File: config.mk
export PLATFORM = sky130hd
export DESIGN_NAME = uart_tx_fifo
export DESIGN_NICKNAME = d
export VERILOG_FILES = /design/src/rtl/uart_tx_fifo.sv
export SDC_FILE = /design/constraint.sdc
export NUM_CORES = 1
export LEC_CHECK = 0
export CAP_MARGIN = 20
export CORE_MARGIN = 2
export CORE_UTILIZATION = 60
export DETAILED_ROUTE_END_ITERATION = 10
export DONT_BUFFER_PORTS = 1
export GPL_TIMING_DRIVEN = 0
export PLACE_DENSITY_LB_ADDON = 0.08
export SLEW_MARGIN = 20
export SYNTH_ARGS = -nofsm -noshare
export SYNTH_HDL_FRONTEND = slang
export SYNTH_SLANG_ARGS = --single-unit
File: constraint.sdc
create_clock -name clk -period 4.7 [get_ports clk]
set_input_delay 1.41 -clock clk [delete_from_list [all_inputs] [get_ports clk]]
set_output_delay 1.41 -clock clk [all_outputs]
set_load 0.005 [all_outputs]
File: src/rtl/uart_tx_fifo.sv
// uart_tx_fifo: byte FIFO in front of a UART transmitter, launching one byte per transmit.
// Latency: a byte pushed into an empty, idle FIFO launches on the following clk edge.
// Backpressure: pushes to a full FIFO are dropped and flagged in sticky 'overflow'.
//
// Ports:
//   clk, reset            - rising-edge clock, asynchronous active-high reset
//   wr_en, wr_data        - push request and byte
//   flush, clr_ovf        - synchronous FIFO clear, overflow flag clear
//   full, empty, count    - registered occupancy status
//   overflow              - sticky flag, set when a push is dropped
//   tx_start, tx_data     - one-cycle launch pulse and the launched byte (held)
//   tx_busy, tx_done      - transmitter busy level and completion pulse
module uart_tx_fifo #(
  parameter int DEPTH = 16,
  parameter int AW    = 4
) (
  input  logic          clk,
  input  logic          reset,
  input  logic          wr_en,
  input  logic [7:0]    wr_data,
  input  logic          flush,
  input  logic          clr_ovf,
  output logic          full,
  output logic          empty,
  output logic [AW:0]   count,
  output logic          overflow,
  output logic          tx_start,
  output logic [7:0]    tx_data,
  input  logic          tx_busy,
  input  logic          tx_done
);

  typedef enum logic [1:0] {IDLE, WAIT_BUSY, WAIT_DONE} state_t;

  localparam logic [AW:0] DEPTH_C = (AW+1)'(DEPTH);

  state_t      state;
  logic [7:0]  mem [DEPTH];
  // Pointers carry one extra bit so that wptr - rptr distinguishes full from empty.
  logic [AW:0] wptr, rptr;
  logic [AW:0] wptr_nxt, rptr_nxt, count_nxt;
  logic        push, drop, launch;

  // Flush swallows any push on its edge and blocks a launch on that edge.
  assign push   = wr_en && !full && !flush;
  assign drop   = wr_en &&  full && !flush;
  assign launch = (state == IDLE) && !empty && !tx_busy && !flush;

  always_comb begin
    wptr_nxt  = wptr + (AW+1)'(push);
    rptr_nxt  = rptr + (AW+1)'(launch);
    if (flush) begin
      wptr_nxt = '0;
      rptr_nxt = '0;
    end
    count_nxt = wptr_nxt - rptr_nxt;
  end

  // Storage is deliberately left out of reset.
  always_ff @(posedge clk) begin
    if (push && !reset)
      mem[wptr[AW-1:0]] <= wr_data;
  end

  always_ff @(posedge clk or posedge reset) begin
    if (reset) begin
      state    <= IDLE;
      wptr     <= '0;
      rptr     <= '0;
      count    <= '0;
      full     <= 1'b0;
      empty    <= 1'b1;
      overflow <= 1'b0;
      tx_start <= 1'b0;
      tx_data  <= 8'h00;
    end else begin
      wptr  <= wptr_nxt;
      rptr  <= rptr_nxt;
      count <= count_nxt;
      full  <= (count_nxt == DEPTH_C);
      empty <= (count_nxt == '0);

      // A new drop wins over a clear on the same edge.
      if (drop)
        overflow <= 1'b1;
      else if (clr_ovf)
        overflow <= 1'b0;

      tx_start <= launch;
      if (launch)
        tx_data <= mem[rptr[AW-1:0]];

      // Flush leaves the FSM alone so an in-flight byte runs to completion.
      case (state)
        IDLE:      if (launch)  state <= WAIT_BUSY;
        WAIT_BUSY: if (tx_busy) state <= WAIT_DONE;
        WAIT_DONE: if (tx_done) state <= IDLE;
        default:                state <= IDLE;
      endcase
    end
  end

endmodule
Word level (Yosys, flattened, before mapping)
Memory sizes are Yosys's and may differ from the RTL's. A register that Yosys moved wholly into a read port is not among the register bits.
Index checks and enable logic that the tools add are counted.
- add/subtract/negate cells: 3
- multiply operators: 0
- divide/modulo/power cells: 0
- magnitude comparators: 0
- eq/ne operators: 6
- shifts and indexed selects: 0
- mux-type cells: 10
- bitwise gates (word level): 0
- reduce and logical (&&, ||, !) cells: 17
- operator list (kind ; count):
    $add A5 B1 Y5 ; 2
    $mux W5 ; 2
    $logic_and A1 B1 Y1 ; 8
    $mux W2 ; 3
    $ne A2 B2 Y1 const B ; 3
    $pmux W2 S3 ; 1
    $eq A5 B5 Y1 const B ; 1
    $logic_not A1 Y1 ; 5
    $logic_not A5 Y1 ; 1
    $sub A5 B5 Y5 ; 1
    $mux W1 ; 4
    $reduce_and A3 Y1 ; 1
    $eq A2 B1 Y1 const B ; 1
    $eq A2 B2 Y1 const B ; 1
    $logic_not A2 Y1 ; 1
    $reduce_bool A2 Y1 ; 1
- flip-flop bits (word level): 21
- bits in latches: 0
- RAM bits: 128
- ROM bits: 0
- output and inout bits: 17
- word-level logic and storage cells: 45
- memories: 1
- memories (name ; depth ; width ; rd ports ; clocked after Yosys merged registers in ; write ports ; RTL line ; RTL):
    mem ; 16 ; 8 ; 1 ; 1 ; 1 ; 38 ; logic [7:0] mem [DEPTH];

Logic depth before layout (Yosys ltp)
- word-level depth: 8
- mapped depth: 13

Least setup slack after synthesis
Ideal clock, no wire load.
- kind: input -> register
- start: in flush
- end: reg empty
- arrival time: 3.794 ns
- required time: 4.631 ns
- path slack: 0.837 ns
- stages: 13
- path buffers: 2
- path through: buf_6 -> nor4b_4 -> buf_6 -> ha_1 -> ha_1 -> xor2_1 -> nand2b_1 -> ha_1 -> a21oi_1 -> o21ai_0 -> xor2_1 -> nor4_1 -> nor2b_1
- longest elaborated chain between the ends: 6
- RTL lines (element ; RTL line ; RTL):
    from (decl) ; 21 ; input logic flush,
    $logic_not A1 Y1 ; 47 ; assign launch = (state == IDLE) && !empty && !tx_busy && !flush;
    $logic_and A1 B1 Y1 ; 47 ;
    via launch ; 42 ; logic push, drop, launch;
    $add A5 B1 Y5 ; 51 ; rptr_nxt = rptr + (AW+1)'(launch);
    $mux W5 ; 52 ; if (flush) begin
    $sub A5 B5 Y5 ; 56 ; count_nxt = wptr_nxt - rptr_nxt;
    via count_nxt[3] ; 41 ; logic [AW:0] wptr_nxt, rptr_nxt, count_nxt;
    $logic_not A5 Y1 ; 81 ; empty <= (count_nxt == '0);
    to (signal assigned) ; 81 ;
    to (decl) ; 24 ; output logic empty,
The timed path passes the listed nets, and every way through them passes these cells.
A chain may end at the register's enable or synchronous reset.

Final worst setup path
Ends and elaborated chain as after synthesis.

==> summary.txt <==
Run status
  • Status: finished clean

Route
  • Routed via count: between 3000 and 4000
  • WL final: between 10 and 15 mm
  • Routed Antenna Nets: 0
  • Iteration-0 DRC Markers: roughly 320
  • Average wire per standard cell: about 24 um
  • DRT Pass-1 Iters: 4
  • Vias/cell: slightly above 6
  • Drt drc: 0

Synth
  • Mean Syn Cell Area: a little under 20 sq um
  • EDFF count, synth: between 100 and 150
  • Post-synthesis sequential area ratio: between 70% and 80%
  • #FFs+latches synth: ~160
  • Synth Instances: roughly 330
  • Syn_nets: 350
  • Cell variety after synth: 33
  • Post-synth ARST share: between 10% and 20%
  • Top_reg_cell synth: edfxtp_1
  • Yosys warns: 0
  • Mapped cell area: 6290 sq um

Placed design
  • Post-DP HPWL: between 7 and 8 mm
  • Placed inst area: 6480 sq um
  • IO Port Bufs: 0
  • Routability congestion estimate: just under 0.8
  • Dpl cells: ~460

Cells and area
  • N_diodes: 0
  • Commonest cells after routing, fill and taps aside: edfxtp_1 (128), dfrtp_1 (28), nor2_1 (21), mux4_1 (19), o22ai_1 (17)
  • Final core utilization: a little under 70%
  • Commonest non-fill, non-tap cell in the layout: edfxtp_1
  • Area grow syn2layout: 12.3%
  • Final Cell Area: ~7100 sq um
  • Nets: roughly 370
  • Layout cells sized above 1: around a fifth
  • Number of fill cells: 658
  • Post-Layout Cell Count: 494

Power and ir drop
  • Share of total power in the clock network: approximately two fifths
  • VDD IR-drop max: between 0.3 and 0.4 mV
  • P_leak: between 2 and 2.5 nW
  • Combinational share of power: 8.1%
  • Switching share of power: between 20% and 30%
  • Psw: around 0.73 mW
  • Internal: 2.52 mW
  • Tot Pwr: 3.25 mW
  • Power density of the placed cells: between 400 and 500 nW/um^2
  • Sequential power share: around half

CTS
  • Clock root buffer master: clkbuf_8
  • Worst-Skew Late Latency: roughly 0.53 ns
  • Post-CTS sizing: 0
  • Longest Clk Path Bufs: 2
  • TritonCTS clock tree: built
  • TritonCTS buffer count: 17
  • Clk pin slew, worst setup/hold paths: about 0.070 ns
  • Setup Fix Bufs, Post-CTS: 0
  • H-tree lvl count: 4
  • CTS Hold Bufs: 0
  • CTS sink cnt: approximately 160

Global routing
  • Total GRT Usage: between 20% and 30%
  • Top Usage Layer GRT: met2
  • Met3 Use GR: 6.99%
  • Largest net degree at the start of global routing: 31
  • Antenna violations before repair: 0
  • Met2 Usage GRT: about a third
  • Met1 GRT Util: roughly 32%
  • Vias in the first global route: ~3100
  • GRT overflow: 0
  • First-pass GRT wire length: approximately 18 mm

Critical path
  • Worst path cell trace: buf_6, nor4b_4, buf_6, ha_1, ha_1, xor2_1, nand2b_1, ha_1, a21oi_1, o21ai_0, xor2_1, nor4_1, nor2b_1
  • Required time worst endpoint: 5.16 ns
  • RR Startpoint: state[1]
  • Critical path arrival: roughly 4.6 ns
  • CP max-delay cell: nor4b_4
  • Slowest stage delay, CP: about 0.63 ns
  • WS Path Type: in -> reg
  • CP Buf/Inv Count: 2
  • Startpoint types: input port
  • Cell mode on critical path: ha_1
  • Family with the most delay on the worst path: simple AND/OR/NAND/NOR gates
  • Setup crit end kind: register
  • Critical Path Fanout Max: 11
  • Critical Path Start: flush

STA
  • Endpoints failing hold: 0
  • Setup-failing EPs final: 0
  • Final Max Slew Viols: 0
  • Max Clock Skew: roughly 0.01 ns
  • Relative slew slack: 46.6%
  • FMAX: 0.243 GHz
  • Worst-Margin Slew: ~0.8 ns
  • RSZ-0062 raised after global routing: no
  • Final min period: 4.11 ns
  • Final period util: between 80% and 90%

Floorplanning
  • Chip width: approximately 110 um
  • Die Y: ~110 um
  • Num ports: 32
  • Area of the die: 11300 sq um
  • Initial Utilization: approximately three fifths
  • Core Region: between 10000 and 15000 sq um
  • Rows: 37

Min path
  • Worst Hold Class: reg -> reg
  • Hold Crit Start: state[1]

Flow run
  • Max cap viols: 0
cell usage after synthesis, types with 2 or more instances:
cell / count / share of area (%)
nor3_1: 4 / 0.32
buf_2: 3 / 0.24
mux4_2: 13 / 4.7
nor2_1: 21 / 1.3
xor2_1: 6 / 0.84
dfrtp_1: 28 / 11
inv_1: 11 / 0.66
mux2_2: 8 / 1.4
ha_1: 8 / 1.6
xnor2_1: 2 / 0.28
nand2b_1: 8 / 0.80
nor2b_1: 2 / 0.20
clkdlybuf4s25_2: 2 / 0.32
or2_2: 2 / 0.20
clkbuf_1: 2 / 0.12
or3_1: 2 / 0.20
edfxtp_1: 128 / 61
nand3_1: 4 / 0.32
o21ai_0: 2 / 0.16
nand2_1: 7 / 0.42
mux4_1: 19 / 7.9
a21o_1: 2 / 0.24
a21oi_1: 10 / 0.80
buf_6: 7 / 1.3
o22ai_1: 17 / 1.7
worst paths after layout:
kind	depth (start not counted)	endpoint	slack (ns)
min reg2reg	1	state[1]	0.49
min	1	state[1]	0.49
max in group asynchronous	1	tx_data[6]	3.43
min in group asynchronous	1	overflow	0.84
max reg2reg	13	empty	1.09
max	13	empty	0.59
power groups by stage:
stage	logic [mW]	clock network, mW	registers, mW
after floorplan	0.206	0	1.64
after global placement	0.257	0	1.66
after detailed placement	0.263	0	1.66
after CTS	0.266	1.36	1.64
after global routing	0.290	1.42	1.64
final	0.264	1.35	1.63
cells by family (layout without fill, tap and decap cells):
logic type                 Yosys count  count (layout)  share of synthesized area, %
DFF                                157             157                          72.7
and+or+nand+nor                     54              54                          4.38
muxes                               40              40                          14.0
AOI/OAI and AO/OA                   31              31                          2.88
buffers and inverters               26              58                          2.67
adders and majority gates            9               9                          1.91
xor gates and xnor gates             9               9                          1.49
stage by stage:
step	setup TNS [ns]	hold slack [ns]	setup slack [ns]
floorplan	0	0.457	0.837
global placement	0	0.482	0.0927
detailed placement	-0.0122	0.486	-0.0122
CTS	0	0.495	0.542
global route	0	0.550	0.447
finish	0	0.494	0.586
flip-flops by register name (all words and copies together), names as in the netlist:
signal,count
count,5
tx_data,8
rptr,5
empty,1
full,1
mem,128
overflow,1
wptr,5
tx_start,1
state,2
per-layer routing:
layer  vias to the layer above  wire (um)
met5                         -          0
met2                       109       5800
met3                        13        789
met4                         0        168
li1                       1338          -
met1                      1577       5070
layout make-up:
cell class | count | area (sq um) | area share (%)
sequential | 157 | 4570 | 64.7
multi-input combinational | 143 | 1570 | 22.3
clock buffer | 18 | 418 | 5.91
tap | 136 | 170 | 2.41
clock inverter | 14 | 168 | 2.37
buffer | 15 | 126 | 1.79
inverter | 11 | 41.3 | 0.584
Power figures use the tool's default switching activity.
==> RTL edit 1, RTL diff (same flow settings) <==
Remove the register `count`: a continuous assignment takes its place, so the output `count` follows one clock earlier. Comments in the files are not updated.
--- a/src/rtl/uart_tx_fifo.sv
+++ b/src/rtl/uart_tx_fifo.sv
@@ -69,3 +69,2 @@
       rptr     <= '0;
-      count    <= '0;
       full     <= 1'b0;
@@ -78,3 +77,2 @@
       rptr  <= rptr_nxt;
-      count <= count_nxt;
       full  <= (count_nxt == DEPTH_C);
@@ -102,2 +100,4 @@
 
+  assign count = count_nxt;
+
 endmodule
Behaviour: not the same (a bounded check fails within 4 cycles, from zero or initial values and one cycle with reset high).
==> RTL edit 1 against the unedited design <==
Final area grew 1.4%; clock power shrank 3%; synthesized cell count shrank 2.1%; first-iteration DRC count shrank 28%; via count shrank 1.7%; area after synthesis shrank 2.9%; the run now ends with negative setup slack left; power shrank 3.4%; sequential cell count shrank 5; wire length shrank 0.54%; combinational power is essentially flat; worst setup slack lost 0.89 ns.
==> RTL edit 1: results <==
synth:
  synth_ff_type: "edfxtp_1"
  async_flop_share_pct: 15.8
  postSynthCellCount: 319
  synth.net_count: 343
  synth_seq_area_share_pct: 72.8
  ys_top_cells_by_area: "edfxtp_1 63%, mux4_2 12%, dfrtp_1 9.4%"
  synthTopCellsByCount: "128 x edfxtp_1, 32 x mux4_2, 23 x dfrtp_1"
  synthDistinctLibCells: 40
timing:
  max-slew-margin-rel_pct: 39.8
  setup_tns_ns: -0.644
  fin_worst_skew_ns: 0.00866
  holdWs_ns: 0.516
  setup_slack_ns: -0.300
  setup_violations: 4
status:
  violations: "negative setup slack"
  outcome: "complete, but fails checks"
min_path:
  holdPathStages: 2
  hold_start: "tx_data[6]$_DFFE_PP0P_"
  worstHoldEndpoint: "tx_data[6]$_DFFE_PP0P_"
place:
  dpl_cell_area_um2: 6350
  place_hpwl_um: 7580
  place.gp.congestion: 0.793
  dpl.cell_count: 452
  place_ws_ns: -0.368
clock_network:
  cts_resized: 14
  post_cts_buffers: 28
critical_path:
  cp_max_fo: 4
  crit_start: "tx_busy"
  reg2reg_from: "state[1]$_DFFE_PP0P_"
  crit_arrival_ns: 3.59
  rr_endpoint: "rptr[2]$_DFF_PP0_"
  cp-endpoint: "count[4]"
  r2r_slack_ns: 0.43
  r2r_cells: 29
cells_and_area:
  drive_gt1_share_pct: 32.4
  fin_nets: 388
  num-fill-cells: 594
  stdcell_count: 510
detailed_routing:
  drtIter0Drc: 230
  vias: 2984
  routed_wl_um: 11800
global_route:
  grt_max_degree: 25
  grt_pass1_vias: 3199
  grt_pass1_wl_um: 18400
  grt.total_usage_pct: 24.1
power_and_ir_drop:
  vdd_ir_drop_max_uv: 389
RTL edit 1: changes by cell type after synthesis, sizes merged, moves of 2 or more:
cell | unedited run | this run
nand2 | 7 | 11
mux2i | 0 | 16
mux2 | 8 | 0
o22ai | 17 | 1
nand3b | 0 | 3
or3 | 2 | 0
clkdlybuf4s25 | 2 | 0
a21oi | 10 | 2
o221ai | 0 | 8
dfrtp | 28 | 23
RTL edit 1: metal layers:
layer | wire length (um) | share of wire, % | track usage (%)
met4 | 141 | 1.2 | 7.90
met1 | 4920 | 42 | 32.5
met2 | 5910 | 50 | 37.6
met3 | 793 | 6.7 | 8.05
met5 | 0 | 0 | 0
RTL edit 1: kinds of logic after synthesis:
group | synth area share (%)
multiplexers | 14.4
adder cells (fa/ha/maj) | 1.97
XOR/XNOR | 1.54
AND/OR/NAND/NOR | 5.23
buffers and inverters | 2.23
flip-flops | 72.8
AO/OA/AOI/OAI | 1.80
RTL edit 1: worst max-delay path: stages:
cell and delay (ns):
or2_4 0.22, or4_4 0.47, clkinv_8 0.07, ha_4 0.14, ha_4 0.13, xor2_1 0.18, nand2b_1 0.14, ha_4 0.26
a21o_1 0.16, a21oi_2 0.13, xor3_1 0.28
RTL edit 1: power by group:
| part | total, mW | internal, mW | switching (mW) |
|---|---|---|---|
| combinational | 0.265 | 0.134 | 0.131 |
| clock | 1.31 | 0.803 | 0.510 |
| sequential | 1.56 | 1.52 | 0.0428 |
RTL edit 1: final cells by class:
cell class	instances	area (um2)	share of cell area [%]
well taps	133	166	2.32
clock buffers	19	422	5.88
multi-input cells	141	1620	22.6
repair buffers	27	236	3.30
flip-flops and latches	152	4450	62.0
plain buffers	13	67.6	0.943
inverters	12	57.6	0.803
clock inverters	13	155	2.16
==> RTL edit 2, RTL diff (config.mk and constraints unchanged) <==
Made on the original files. Set the parameter `AW` to 5 (it was 4).
--- a/src/rtl/uart_tx_fifo.sv
+++ b/src/rtl/uart_tx_fifo.sv
@@ -14,3 +14,3 @@
   parameter int DEPTH = 16,
-  parameter int AW    = 4
+  parameter int AW    = 5
 ) (
Ports: changed (resized count); port bits go from 32 to 33. The function was not compared with the original's and may differ.
==> RTL edit 2 against the unedited design <==
Non-clock buffer count grew 2; final area grew 1.3%; final cell count grew 1.6%; utilization grew 0.25 points; area after synthesis grew 1.7%; power shrank 1.2%; worst setup slack lost 0.15 ns; wire length grew 2.6%; clock skew shrank 0.0025 ns; sequential cell count grew 3; critical endpoint unchanged.
==> RTL edit 2: results <==
status:
  outcome: "complete, no violations"
synth:
  synth_seq_area_share_pct: 72.6
  async_flop_share_pct: 20.0
  ys_top_cells_by_area: "edfxtp_1 60%, mux4_2 14%, dfrtp_1 12%"
  synthTopCellsByCount: "128 x edfxtp_1, 40 x mux4_2, 31 x dfrtp_1"
  synthDistinctLibCells: 40
  syn_avg_cell_area_um2: 19.3
  synth_ff_type: "edfxtp_1"
  synth.net_count: 356
timing:
  max-slew-margin-rel_pct: 31.9
  final.period_utilization_pct: 90.7
  holdWs_ns: 0.510
  fin_worst_skew_ns: 0.00732
power_and_ir_drop:
  vdd_ir_drop_max_uv: 265
  p_leak_nw: 2.47
global_route:
  grt_pass1_vias: 3195
  grt_pass1_wl_um: 18700
  antenna_found_initial: 0
  grt.total_usage_pct: 23.8
  grt_max_degree: 33
clock_network:
  post_cts_buffers: 0
  worstSkewPairLatency_ns: 0.53
  cts_root_buf: "clkbuf_8"
critical_path:
  crit_start: "tx_busy"
  r2r_slack_ns: 0.89
  crit_path_top_delay_cell: "clkbuf_1"
  crit_arrival_ns: 4.65
  crit_path_max_incr_delay_ns: 0.56
  cp_max_fo: 12
place:
  port_buffers: 0
  dpl_cell_area_um2: 6610
  place_hpwl_um: 8120
  dpl.cell_count: 470
  place.gp.congestion: 0.785
  place_ws_ns: -0.0495
detailed_routing:
  vias: 3059
  routed_wl_um: 12100
  viasPerCell: 6.09
  drtIter0Drc: 281
min_path:
  hold_class: "flip-flop to flip-flop"
  holdPathStages: 1
  hold_start: "state[1]$_DFFE_PP0P_"
cells_and_area:
  drive_gt1_share_pct: 26.5
  num-fill-cells: 665
  fin_nets: 378
## RTL edit 2: cell types whose count changed in the layout (fill, tap and decap cells not counted), moves of 3 or more
cell | unedited run | this run
nand2_1 | 7 | 10
inv_1 | 10 | 13
nand2b_1 | 8 | 2
clkbuf_1 | 3 | 9
buf_6 | 7 | 1
buf_4 | 0 | 7
a21oi_1 | 10 | 1
o22ai_1 | 17 | 0
mux4_2 | 13 | 40
dfrtp_1 | 28 | 31
mux4_1 | 19 | 0
## RTL edit 2: logic make-up after synthesis
| group | synth area share (%) |
|---|---|
| AND/OR/NAND/NOR | 4.73 |
| adder cells (fa/ha/maj) | 2.07 |
| multiplexers | 15.5 |
| flip-flops | 72.6 |
| AO/OA/AOI/OAI | 1.84 |
| XOR/XNOR | 1.23 |
| buffers and inverters | 2.05 |
## RTL edit 2: final cells by class
| cell class | count | area (um2) | area share (%) |
|---|---|---|---|
| multi-input combinational | 143 | 1640 | 23.0 |
| tap | 136 | 170 | 2.38 |
| sequential | 160 | 4650 | 64.9 |
| clock inverter | 11 | 115 | 1.61 |
| inverter | 14 | 52.6 | 0.734 |
| buffer | 14 | 78.8 | 1.10 |
| timing repair buffer | 3 | 22.5 | 0.315 |
| clock buffer | 21 | 429 | 6.00 |
## RTL edit 2: metal layers
metal	up-vias	wire (um)	GRT usage, %
li1	1350	-	-
met2	105	5550	33.5
met1	1586	5500	36.2
met4	0	211	9.09
met3	18	862	6.42
met5	-	0	0
## RTL edit 2: power breakdown
group | switching [mW] | internal [mW]
clock | 0.521 | 0.750
sequential | 0.0491 | 1.61
combinational | 0.134 | 0.153
total | 0.704 | 2.51
